===== config.mk =====
export PLATFORM = sky130hd
export DESIGN_NAME = instr_fetch_unit
export DESIGN_NICKNAME = d
export VERILOG_FILES = /design/src/rtl/instr_fetch_unit.sv
export SDC_FILE = /design/constraint.sdc
export NUM_CORES = 1
export LEC_CHECK = 0
export ABC_AREA = 1
export CAP_MARGIN = 25
export CORE_MARGIN = 2
export CORE_UTILIZATION = 40
export DETAILED_ROUTE_END_ITERATION = 7
export HOLD_SLACK_MARGIN = 0.06
export SYNTH_ARGS = -nofsm -noshare
export SYNTH_HDL_FRONTEND = slang
export SYNTH_SLANG_ARGS = --single-unit

===== constraint.sdc =====
create_clock -name clk -period 3.5 [get_ports clk]
set_input_delay 0.7 -clock clk [delete_from_list [all_inputs] [get_ports clk]]
set_output_delay 0.7 -clock clk [all_outputs]
set_load 0.01 [all_outputs]

===== src/rtl/instr_fetch_unit.sv =====
// Instruction fetch stage: holds the PC, issues one outstanding word read at a
// time, buffers returned words in a 2-entry queue and hands them to decode.
// Fetch pauses after a BEQ/BNEQ until the branch is resolved or redirected.
module instr_fetch_unit #(
   parameter logic [63:0] RESET_PC = 64'h0,
   parameter logic [63:0] PC_STEP  = 64'd1
) (
   input  logic        clk,
   input  logic        rst,
   output logic        mem_req,
   output logic [63:0] mem_addr,
   input  logic        mem_ack,
   input  logic [63:0] mem_rdata,
   output logic        ir_valid,
   output logic [63:0] IR,
   output logic [63:0] ir_pc,
   input  logic        ir_ready,
   input  logic        redirect,
   input  logic [63:0] redirect_pc,
   input  logic        br_resolved
);

   localparam int DEPTH = 2;

   typedef enum logic [1:0] {IDLE, REQ, DISCARD} state_t;

   state_t      state_reg, state_next;
   logic [63:0] pc_reg, pc_next;
   logic [63:0] discard_addr_reg, discard_addr_next;
   logic [1:0]  count_reg, count_next;
   logic        br_hold_reg, br_hold_next;
   logic        rd_ptr_reg, rd_ptr_next;
   logic        wr_ptr_reg, wr_ptr_next;
   logic        enq, deq, is_branch;

   logic [63:0] slot_ir [DEPTH];
   logic [63:0] slot_pc [DEPTH];

   // Queue storage: each slot captures {word, pc} when it is the tail and a
   // word arrives. Cleared on reset so IR/ir_pc read as zero afterwards.
   generate
      for (genvar gi = 0; gi < DEPTH; gi++) begin : g_entry
         logic [63:0] ir_entry_reg;
         logic [63:0] pc_entry_reg;

         // load this slot on an enqueue aimed at it
         always_ff @(posedge clk) begin
            if (rst) begin
               ir_entry_reg <= '0;
               pc_entry_reg <= '0;
            end else if (enq && (wr_ptr_reg == 1'(gi))) begin
               ir_entry_reg <= mem_rdata;
               pc_entry_reg <= pc_reg;
            end
         end

         assign slot_ir[gi] = ir_entry_reg;
         assign slot_pc[gi] = pc_entry_reg;
      end
   endgenerate

   assign ir_valid = (count_reg != 2'd0);
   assign IR       = slot_ir[rd_ptr_reg];
   assign ir_pc    = slot_pc[rd_ptr_reg];
   assign mem_req  = (state_reg == REQ) || (state_reg == DISCARD);
   // In DISCARD the read in flight belongs to the pre-redirect address.
   assign mem_addr = (state_reg == DISCARD) ? discard_addr_reg : pc_reg;

   // Next-state, queue bookkeeping and PC update; redirect overrides all.
   always_comb begin
      enq               = (state_reg == REQ) && mem_ack && !redirect;
      deq               = ir_valid && ir_ready && !redirect;
      is_branch         = (mem_rdata[63:58] == 6'h04) || (mem_rdata[63:58] == 6'h05);
      state_next        = state_reg;
      pc_next           = pc_reg;
      discard_addr_next = discard_addr_reg;
      br_hold_next      = br_hold_reg;
      rd_ptr_next       = rd_ptr_reg;
      wr_ptr_next       = wr_ptr_reg;
      count_next        = count_reg + 2'(enq) - 2'(deq);

      if (enq) begin
         wr_ptr_next = ~wr_ptr_reg;
         pc_next     = pc_reg + PC_STEP;
      end
      if (deq) begin
         rd_ptr_next = ~rd_ptr_reg;
      end
      if (br_resolved) begin
         br_hold_next = 1'b0;
      end

      if (redirect) begin
         count_next   = 2'd0;
         rd_ptr_next  = 1'b0;
         wr_ptr_next  = 1'b0;
         br_hold_next = 1'b0;
         pc_next      = redirect_pc;
         if ((state_reg == REQ || state_reg == DISCARD) && !mem_ack) begin
            // read still in flight: let it finish, then throw it away
            state_next = DISCARD;
            if (state_reg == REQ) begin
               discard_addr_next = pc_reg;
            end
         end else begin
            state_next = REQ;
         end
      end else begin
         case (state_reg)
            IDLE: begin
               if (count_next != 2'd2 && !br_hold_reg) begin
                  state_next = REQ;
               end
            end
            REQ: begin
               if (mem_ack) begin
                  if (is_branch) begin
                     br_hold_next = 1'b1;
                     state_next   = IDLE;
                  end else if (count_next == 2'd2) begin
                     state_next = IDLE;
                  end
               end
            end
            DISCARD: begin
               if (mem_ack) begin
                  state_next = REQ;
               end
            end
            default: state_next = IDLE;
         endcase
      end
   end

   // State register with synchronous reset.
   always_ff @(posedge clk) begin
      if (rst) begin
         state_reg        <= IDLE;
         pc_reg           <= RESET_PC;
         discard_addr_reg <= RESET_PC;
         count_reg        <= 2'd0;
         br_hold_reg      <= 1'b0;
         rd_ptr_reg       <= 1'b0;
         wr_ptr_reg       <= 1'b0;
      end else begin
         state_reg        <= state_next;
         pc_reg           <= pc_next;
         discard_addr_reg <= discard_addr_next;
         count_reg        <= count_next;
         br_hold_reg      <= br_hold_next;
         rd_ptr_reg       <= rd_ptr_next;
         wr_ptr_reg       <= wr_ptr_next;
      end
   end

endmodule


== Word level (Yosys, flattened, before mapping) ==
Index checks and enable logic that the tools add are counted.
Storage, ports and cells
  register bits: 391
  bits of input ports: 134
  output and inout bits: 194
  logic and storage cells: 68
Operators by class
  add/sub/neg operators: 3
  $lt $le $gt $ge: 1
  eq/ne operators: 10
  multiplexer cells: 21
  bitwise gates (word level): 3
  reductions and logical operators: 19
Operators by type and width (number)
  $mux 64: 9
  $add 64x1->64 const B: 1
  $mux 2: 7
  $eq 6x3->1 const B: 2
  $ne 3x3->1 const B: 3
  $logic_and 1x1->1: 8
  $pmux 2 s3: 1
  $eq 2x2->1 const B: 2
  $mux 1: 4
  $ne 4x3->1 const B: 1
  $reduce_and 4->1: 1
  $reduce_bool 2->1: 2
  $logic_not 1->1: 3
  $reduce_and 3->1: 1
  $add 2x1->2: 1
  $eq 2x1->1 const B: 1
  $ge 2x2->1 const B: 1
  $logic_not 2->1: 1
  $logic_or 1x1->1: 2
  $ne 2x2->1 const B: 1
  $not 1->1: 2
  $not 1->2: 1
  $reduce_or 2->1: 1
  $sub 2x1->2: 1

== Logic depth before layout (Yosys ltp) ==
  depth in word-level cells: 11
  gate-level depth with buffers: 17
  gate-level depth less buffers: 17

== Least setup slack after synthesis ==
No wires, ideal clock.
  kind: input to register
  from: in redirect
  to: reg state_reg[1]
  library setup time: 134 ps
  data arrival time: 2534 ps
  required time: 3366 ps
  path slack: 832 ps
  stages: 13
  cell sequence: buf_4 -> clkbuf_1 -> clkbuf_1 -> nor2_1 -> ha_1 -> inv_1 -> ha_1 -> inv_1 -> nand3_1 -> a21oi_1 -> nand2_1 -> nand2_1 -> a21oi_1
RTL lines
  start: declaration: line 18  | input logic redirect,
  $logic_not 1->1 *: line 72  | deq = ir_valid && ir_ready && !redirect;
  $logic_and 1x1->1 *: line 72
  via deq: line 34  | logic enq, deq, is_branch;
  $sub 2x1->2 *: line 80  | count_next = count_reg + 2'(enq) - 2'(deq);
  $ne 2x2->1: line 111  | if (count_next != 2'd2 && !br_hold_reg) begin
  $logic_and 1x1->1: line 111
  $ne 3x3->1 (no source line)
  $reduce_and 4->1 (no source line) *
  end signal: assignment: line 146  | state_reg <= state_next;
  end: declaration: line 27  | state_t state_reg, state_next;
The timed path passes the listed nets; every way through them passes the cells marked *.
A chain may end at the register's enable or synchronous reset.

== Worst setup path after layout ==
  from: reg state_reg[0]
  to: out mem_addr[12]
Between the ends
  word-level cells in the longest chain between the ends: 2
Ends and longest elaborated chain
  $eq 2x2->1: line 67  | assign mem_addr = (state_reg == DISCARD) ? discard_addr_reg : pc_reg;
  $mux 64: line 67
  end: declaration: line 11  | output logic [63:0] mem_addr,
No other way between the ends.

==> impl_metrics.ini <==
[setup_path]
slowest_stage = clkdlybuf4s50_1
critical_path.max_fanout = 30
worstSetupEndpointType = output pin
worstPathArrival_ns = 2.55
critPathKind = register to output pin
startpoint_type = register
cpPeakStageDelay_ns = 0.56
cp.required_ns = 2.80
path_cells = inv_1 -> ha_4 -> inv_1 -> nand2_1 -> nand2_1 -> clkdlybuf4s50_1

[grt]
grt_max_degree = 117
grt_pass1_wl_um = 93210
first_global_vias = 16717
antenna_found_initial = 3
grt_use_total_pct = 24.63
overflow = 0

[clock_network]
ctsHtreeMaxLevel = 2
numCtsBuffers = 45
clkTransAtPathRegs_ns = 0.06
hold_buffers = 0
clockBufferDepth = 3
cts_tree = yes
clock_sinks = 391
root_buffer = clkbuf_16
cts_setup_buffers = 0
clock_latency_ns = 0.58
cts_repair_resize_count = 0

[placed_design]
dp_slack_ns = 0.5904
gp_congestion = 0.9767
port-buffer-count = 327
dp.final_hpwl_um = 41080

[routing]
routed_wl_um = 58990
dr.first_iter.drc_count = 1362
via_per_inst = 5.135
drtAntennaViolNets = 0
drc_errors = 0
routedWlPerCell_um = 17.01
drt-pass1-iter-count = 5
vias = 17808

[timing]
finClkSkew_ns = 0.01741
setup_tns_ns = 0
tightest_slew_ns = 0.9492
hold_violations = 0
finalCritPeriodShare_pct = 92.86
fin_crit_ns = 3.250
max_freq_ghz = 0.3077
rsz0062_at_grt = false
slew_viol_final = 0
setup_violations = 0
max-slew-margin-rel_pct = 36.72
worst_slack_ns = 0.2497

[floorplan]
core_area_um2 = 44410
start_util_pct = 40.66
row_count = 77
die_y_um = 216.5
io_pins = 328
die_w_um = 216.5
die-area_um2 = 46860

[cells_and_area]
drive_above_1_share_pct = 5.637
final_common_cell = o21ai_0
layout_common_cells = o21ai_0, nand2_1, dfxtp_1
final_net_count = 2978
syn_to_final_growth_pct = 27.90

[yosys]
synthTopCellsByArea = dfxtp_1, o21ai_0, nand2_1
synth_warnings = 0
syn_inst = 2625
netlist-cell-type-count = 37
ys_seq_elements = 391
synth_area_leader_cell = dfxtp_1
synth.top_cell.area_share_pct = 43.35
syn_avg_cell_area_um2 = 6.879
netlist_area_um2 = 18060
synth_nets = 2765
yosysSeqAreaShare_pct = 43.35

[pwr]
leakage_nw = 8.415
power_density_nw_per_um2 = 469.3
ir_drop_mv = 0.3363

[hold_path]
hold_class = register to register

[status]
status = completed

[flow_run]
drv_cap = 0
critical path: cells and delay by family (launching register included):
kind	cells	cell delay, ns
flip-flops	1	0.31
adder cells (fa/ha/maj)	1	0.42
AND/OR/NAND/NOR	2	0.19
buffers and inverters	3	1.04
metal layers:
layer	GRT usage (%)	share of wire (%)	vias to the layer above
li1	-	-	8948
met2	40.51	47	447
met5	0	0.015	-
met3	3.719	5.3	73
met1	33.54	46	8338
met4	6.986	2.3	2
cell type report:
cell class,instances,area [um^2]
antenna,2,5.005
clock buffer,70,1381
clock inverter,13,117.6
fill,4345,21320
inverter,237,902.1
multi-input combinational,1814,8557
sequential,391,7828
tap,592,740.7
timing repair buffer,349,3566
cell usage after synthesis, drive strengths merged:
| cell | n |
|---|---|
| buf | 66 |
| nor3b | 1 |
| nor3 | 5 |
| nand3 | 45 |
| a21oi | 271 |
| a32oi | 1 |
| nor4 | 1 |
| xor2 | 33 |
| a211oi | 2 |
| clkinv | 3 |
| dfxtp | 391 |
| clkbuf | 117 |
| xnor2 | 5 |
| and2 | 1 |
| nand2 | 516 |
| o21ai | 550 |
| nand3b | 3 |
| nor2 | 333 |
| o31ai | 1 |
| a31oi | 28 |
| inv | 234 |
| o211ai | 1 |
| ha | 6 |
| nand4 | 9 |
| or2 | 2 |
cells by family after synthesis:
family                   synth area share (%)
adder cells (fa/ha/maj)                0.4157
buffers and inverters                   9.395
AO/OA/AOI/OAI                           24.00
XOR/XNOR                                1.843
flip-flops                              43.35
AND/OR/NAND/NOR                         21.00
where the power goes:
part / switching, mW / internal, mW / leakage [nW] / total (mW)
registers: 0.134 / 4.64 / 3.18 / 4.77
logic: 0.732 / 0.597 / 4.50 / 1.33
clock network: 1.94 / 2.80 / 0.742 / 4.74
stage by stage:
stage / total power [mW] / cells / utilization (%) / hold slack [ns] / cell area (um^2)
6_report: 10.84 / 3468 / 52.00 / 0.4464 / 23100
4_1_cts: 10.94 / 3466 / 51.99 / 0.4469 / 23090
3_3_place_gp: 6.171 / 3383 / 48.62 / 0.4318 / 21590
5_1_grt: 11.28 / 3466 / 51.99 / 0.4656 / 23090
3_5_place_dp: 6.197 / 3383 / 48.62 / 0.4377 / 21590
2_1_floorplan: 5.503 / 2625 / - / 0.4244 / 18060
worst paths after layout:
path	endpoint	depth (start not counted)	slack [ns]	startpoint
hold / removal	g_entry[1].ir_entry_reg[51]	2	0.45	g_entry[1].ir_entry_reg[51]
setup / recovery	mem_addr[12]	6	0.25	state_reg[0]
setup reg to reg	g_entry[1].ir_entry_reg[13]	10	1.06	state_reg[1]
hold reg to reg	g_entry[1].ir_entry_reg[51]	2	0.45	g_entry[1].ir_entry_reg[51]
No activity file was read; power rests on OpenSTA's default activity.
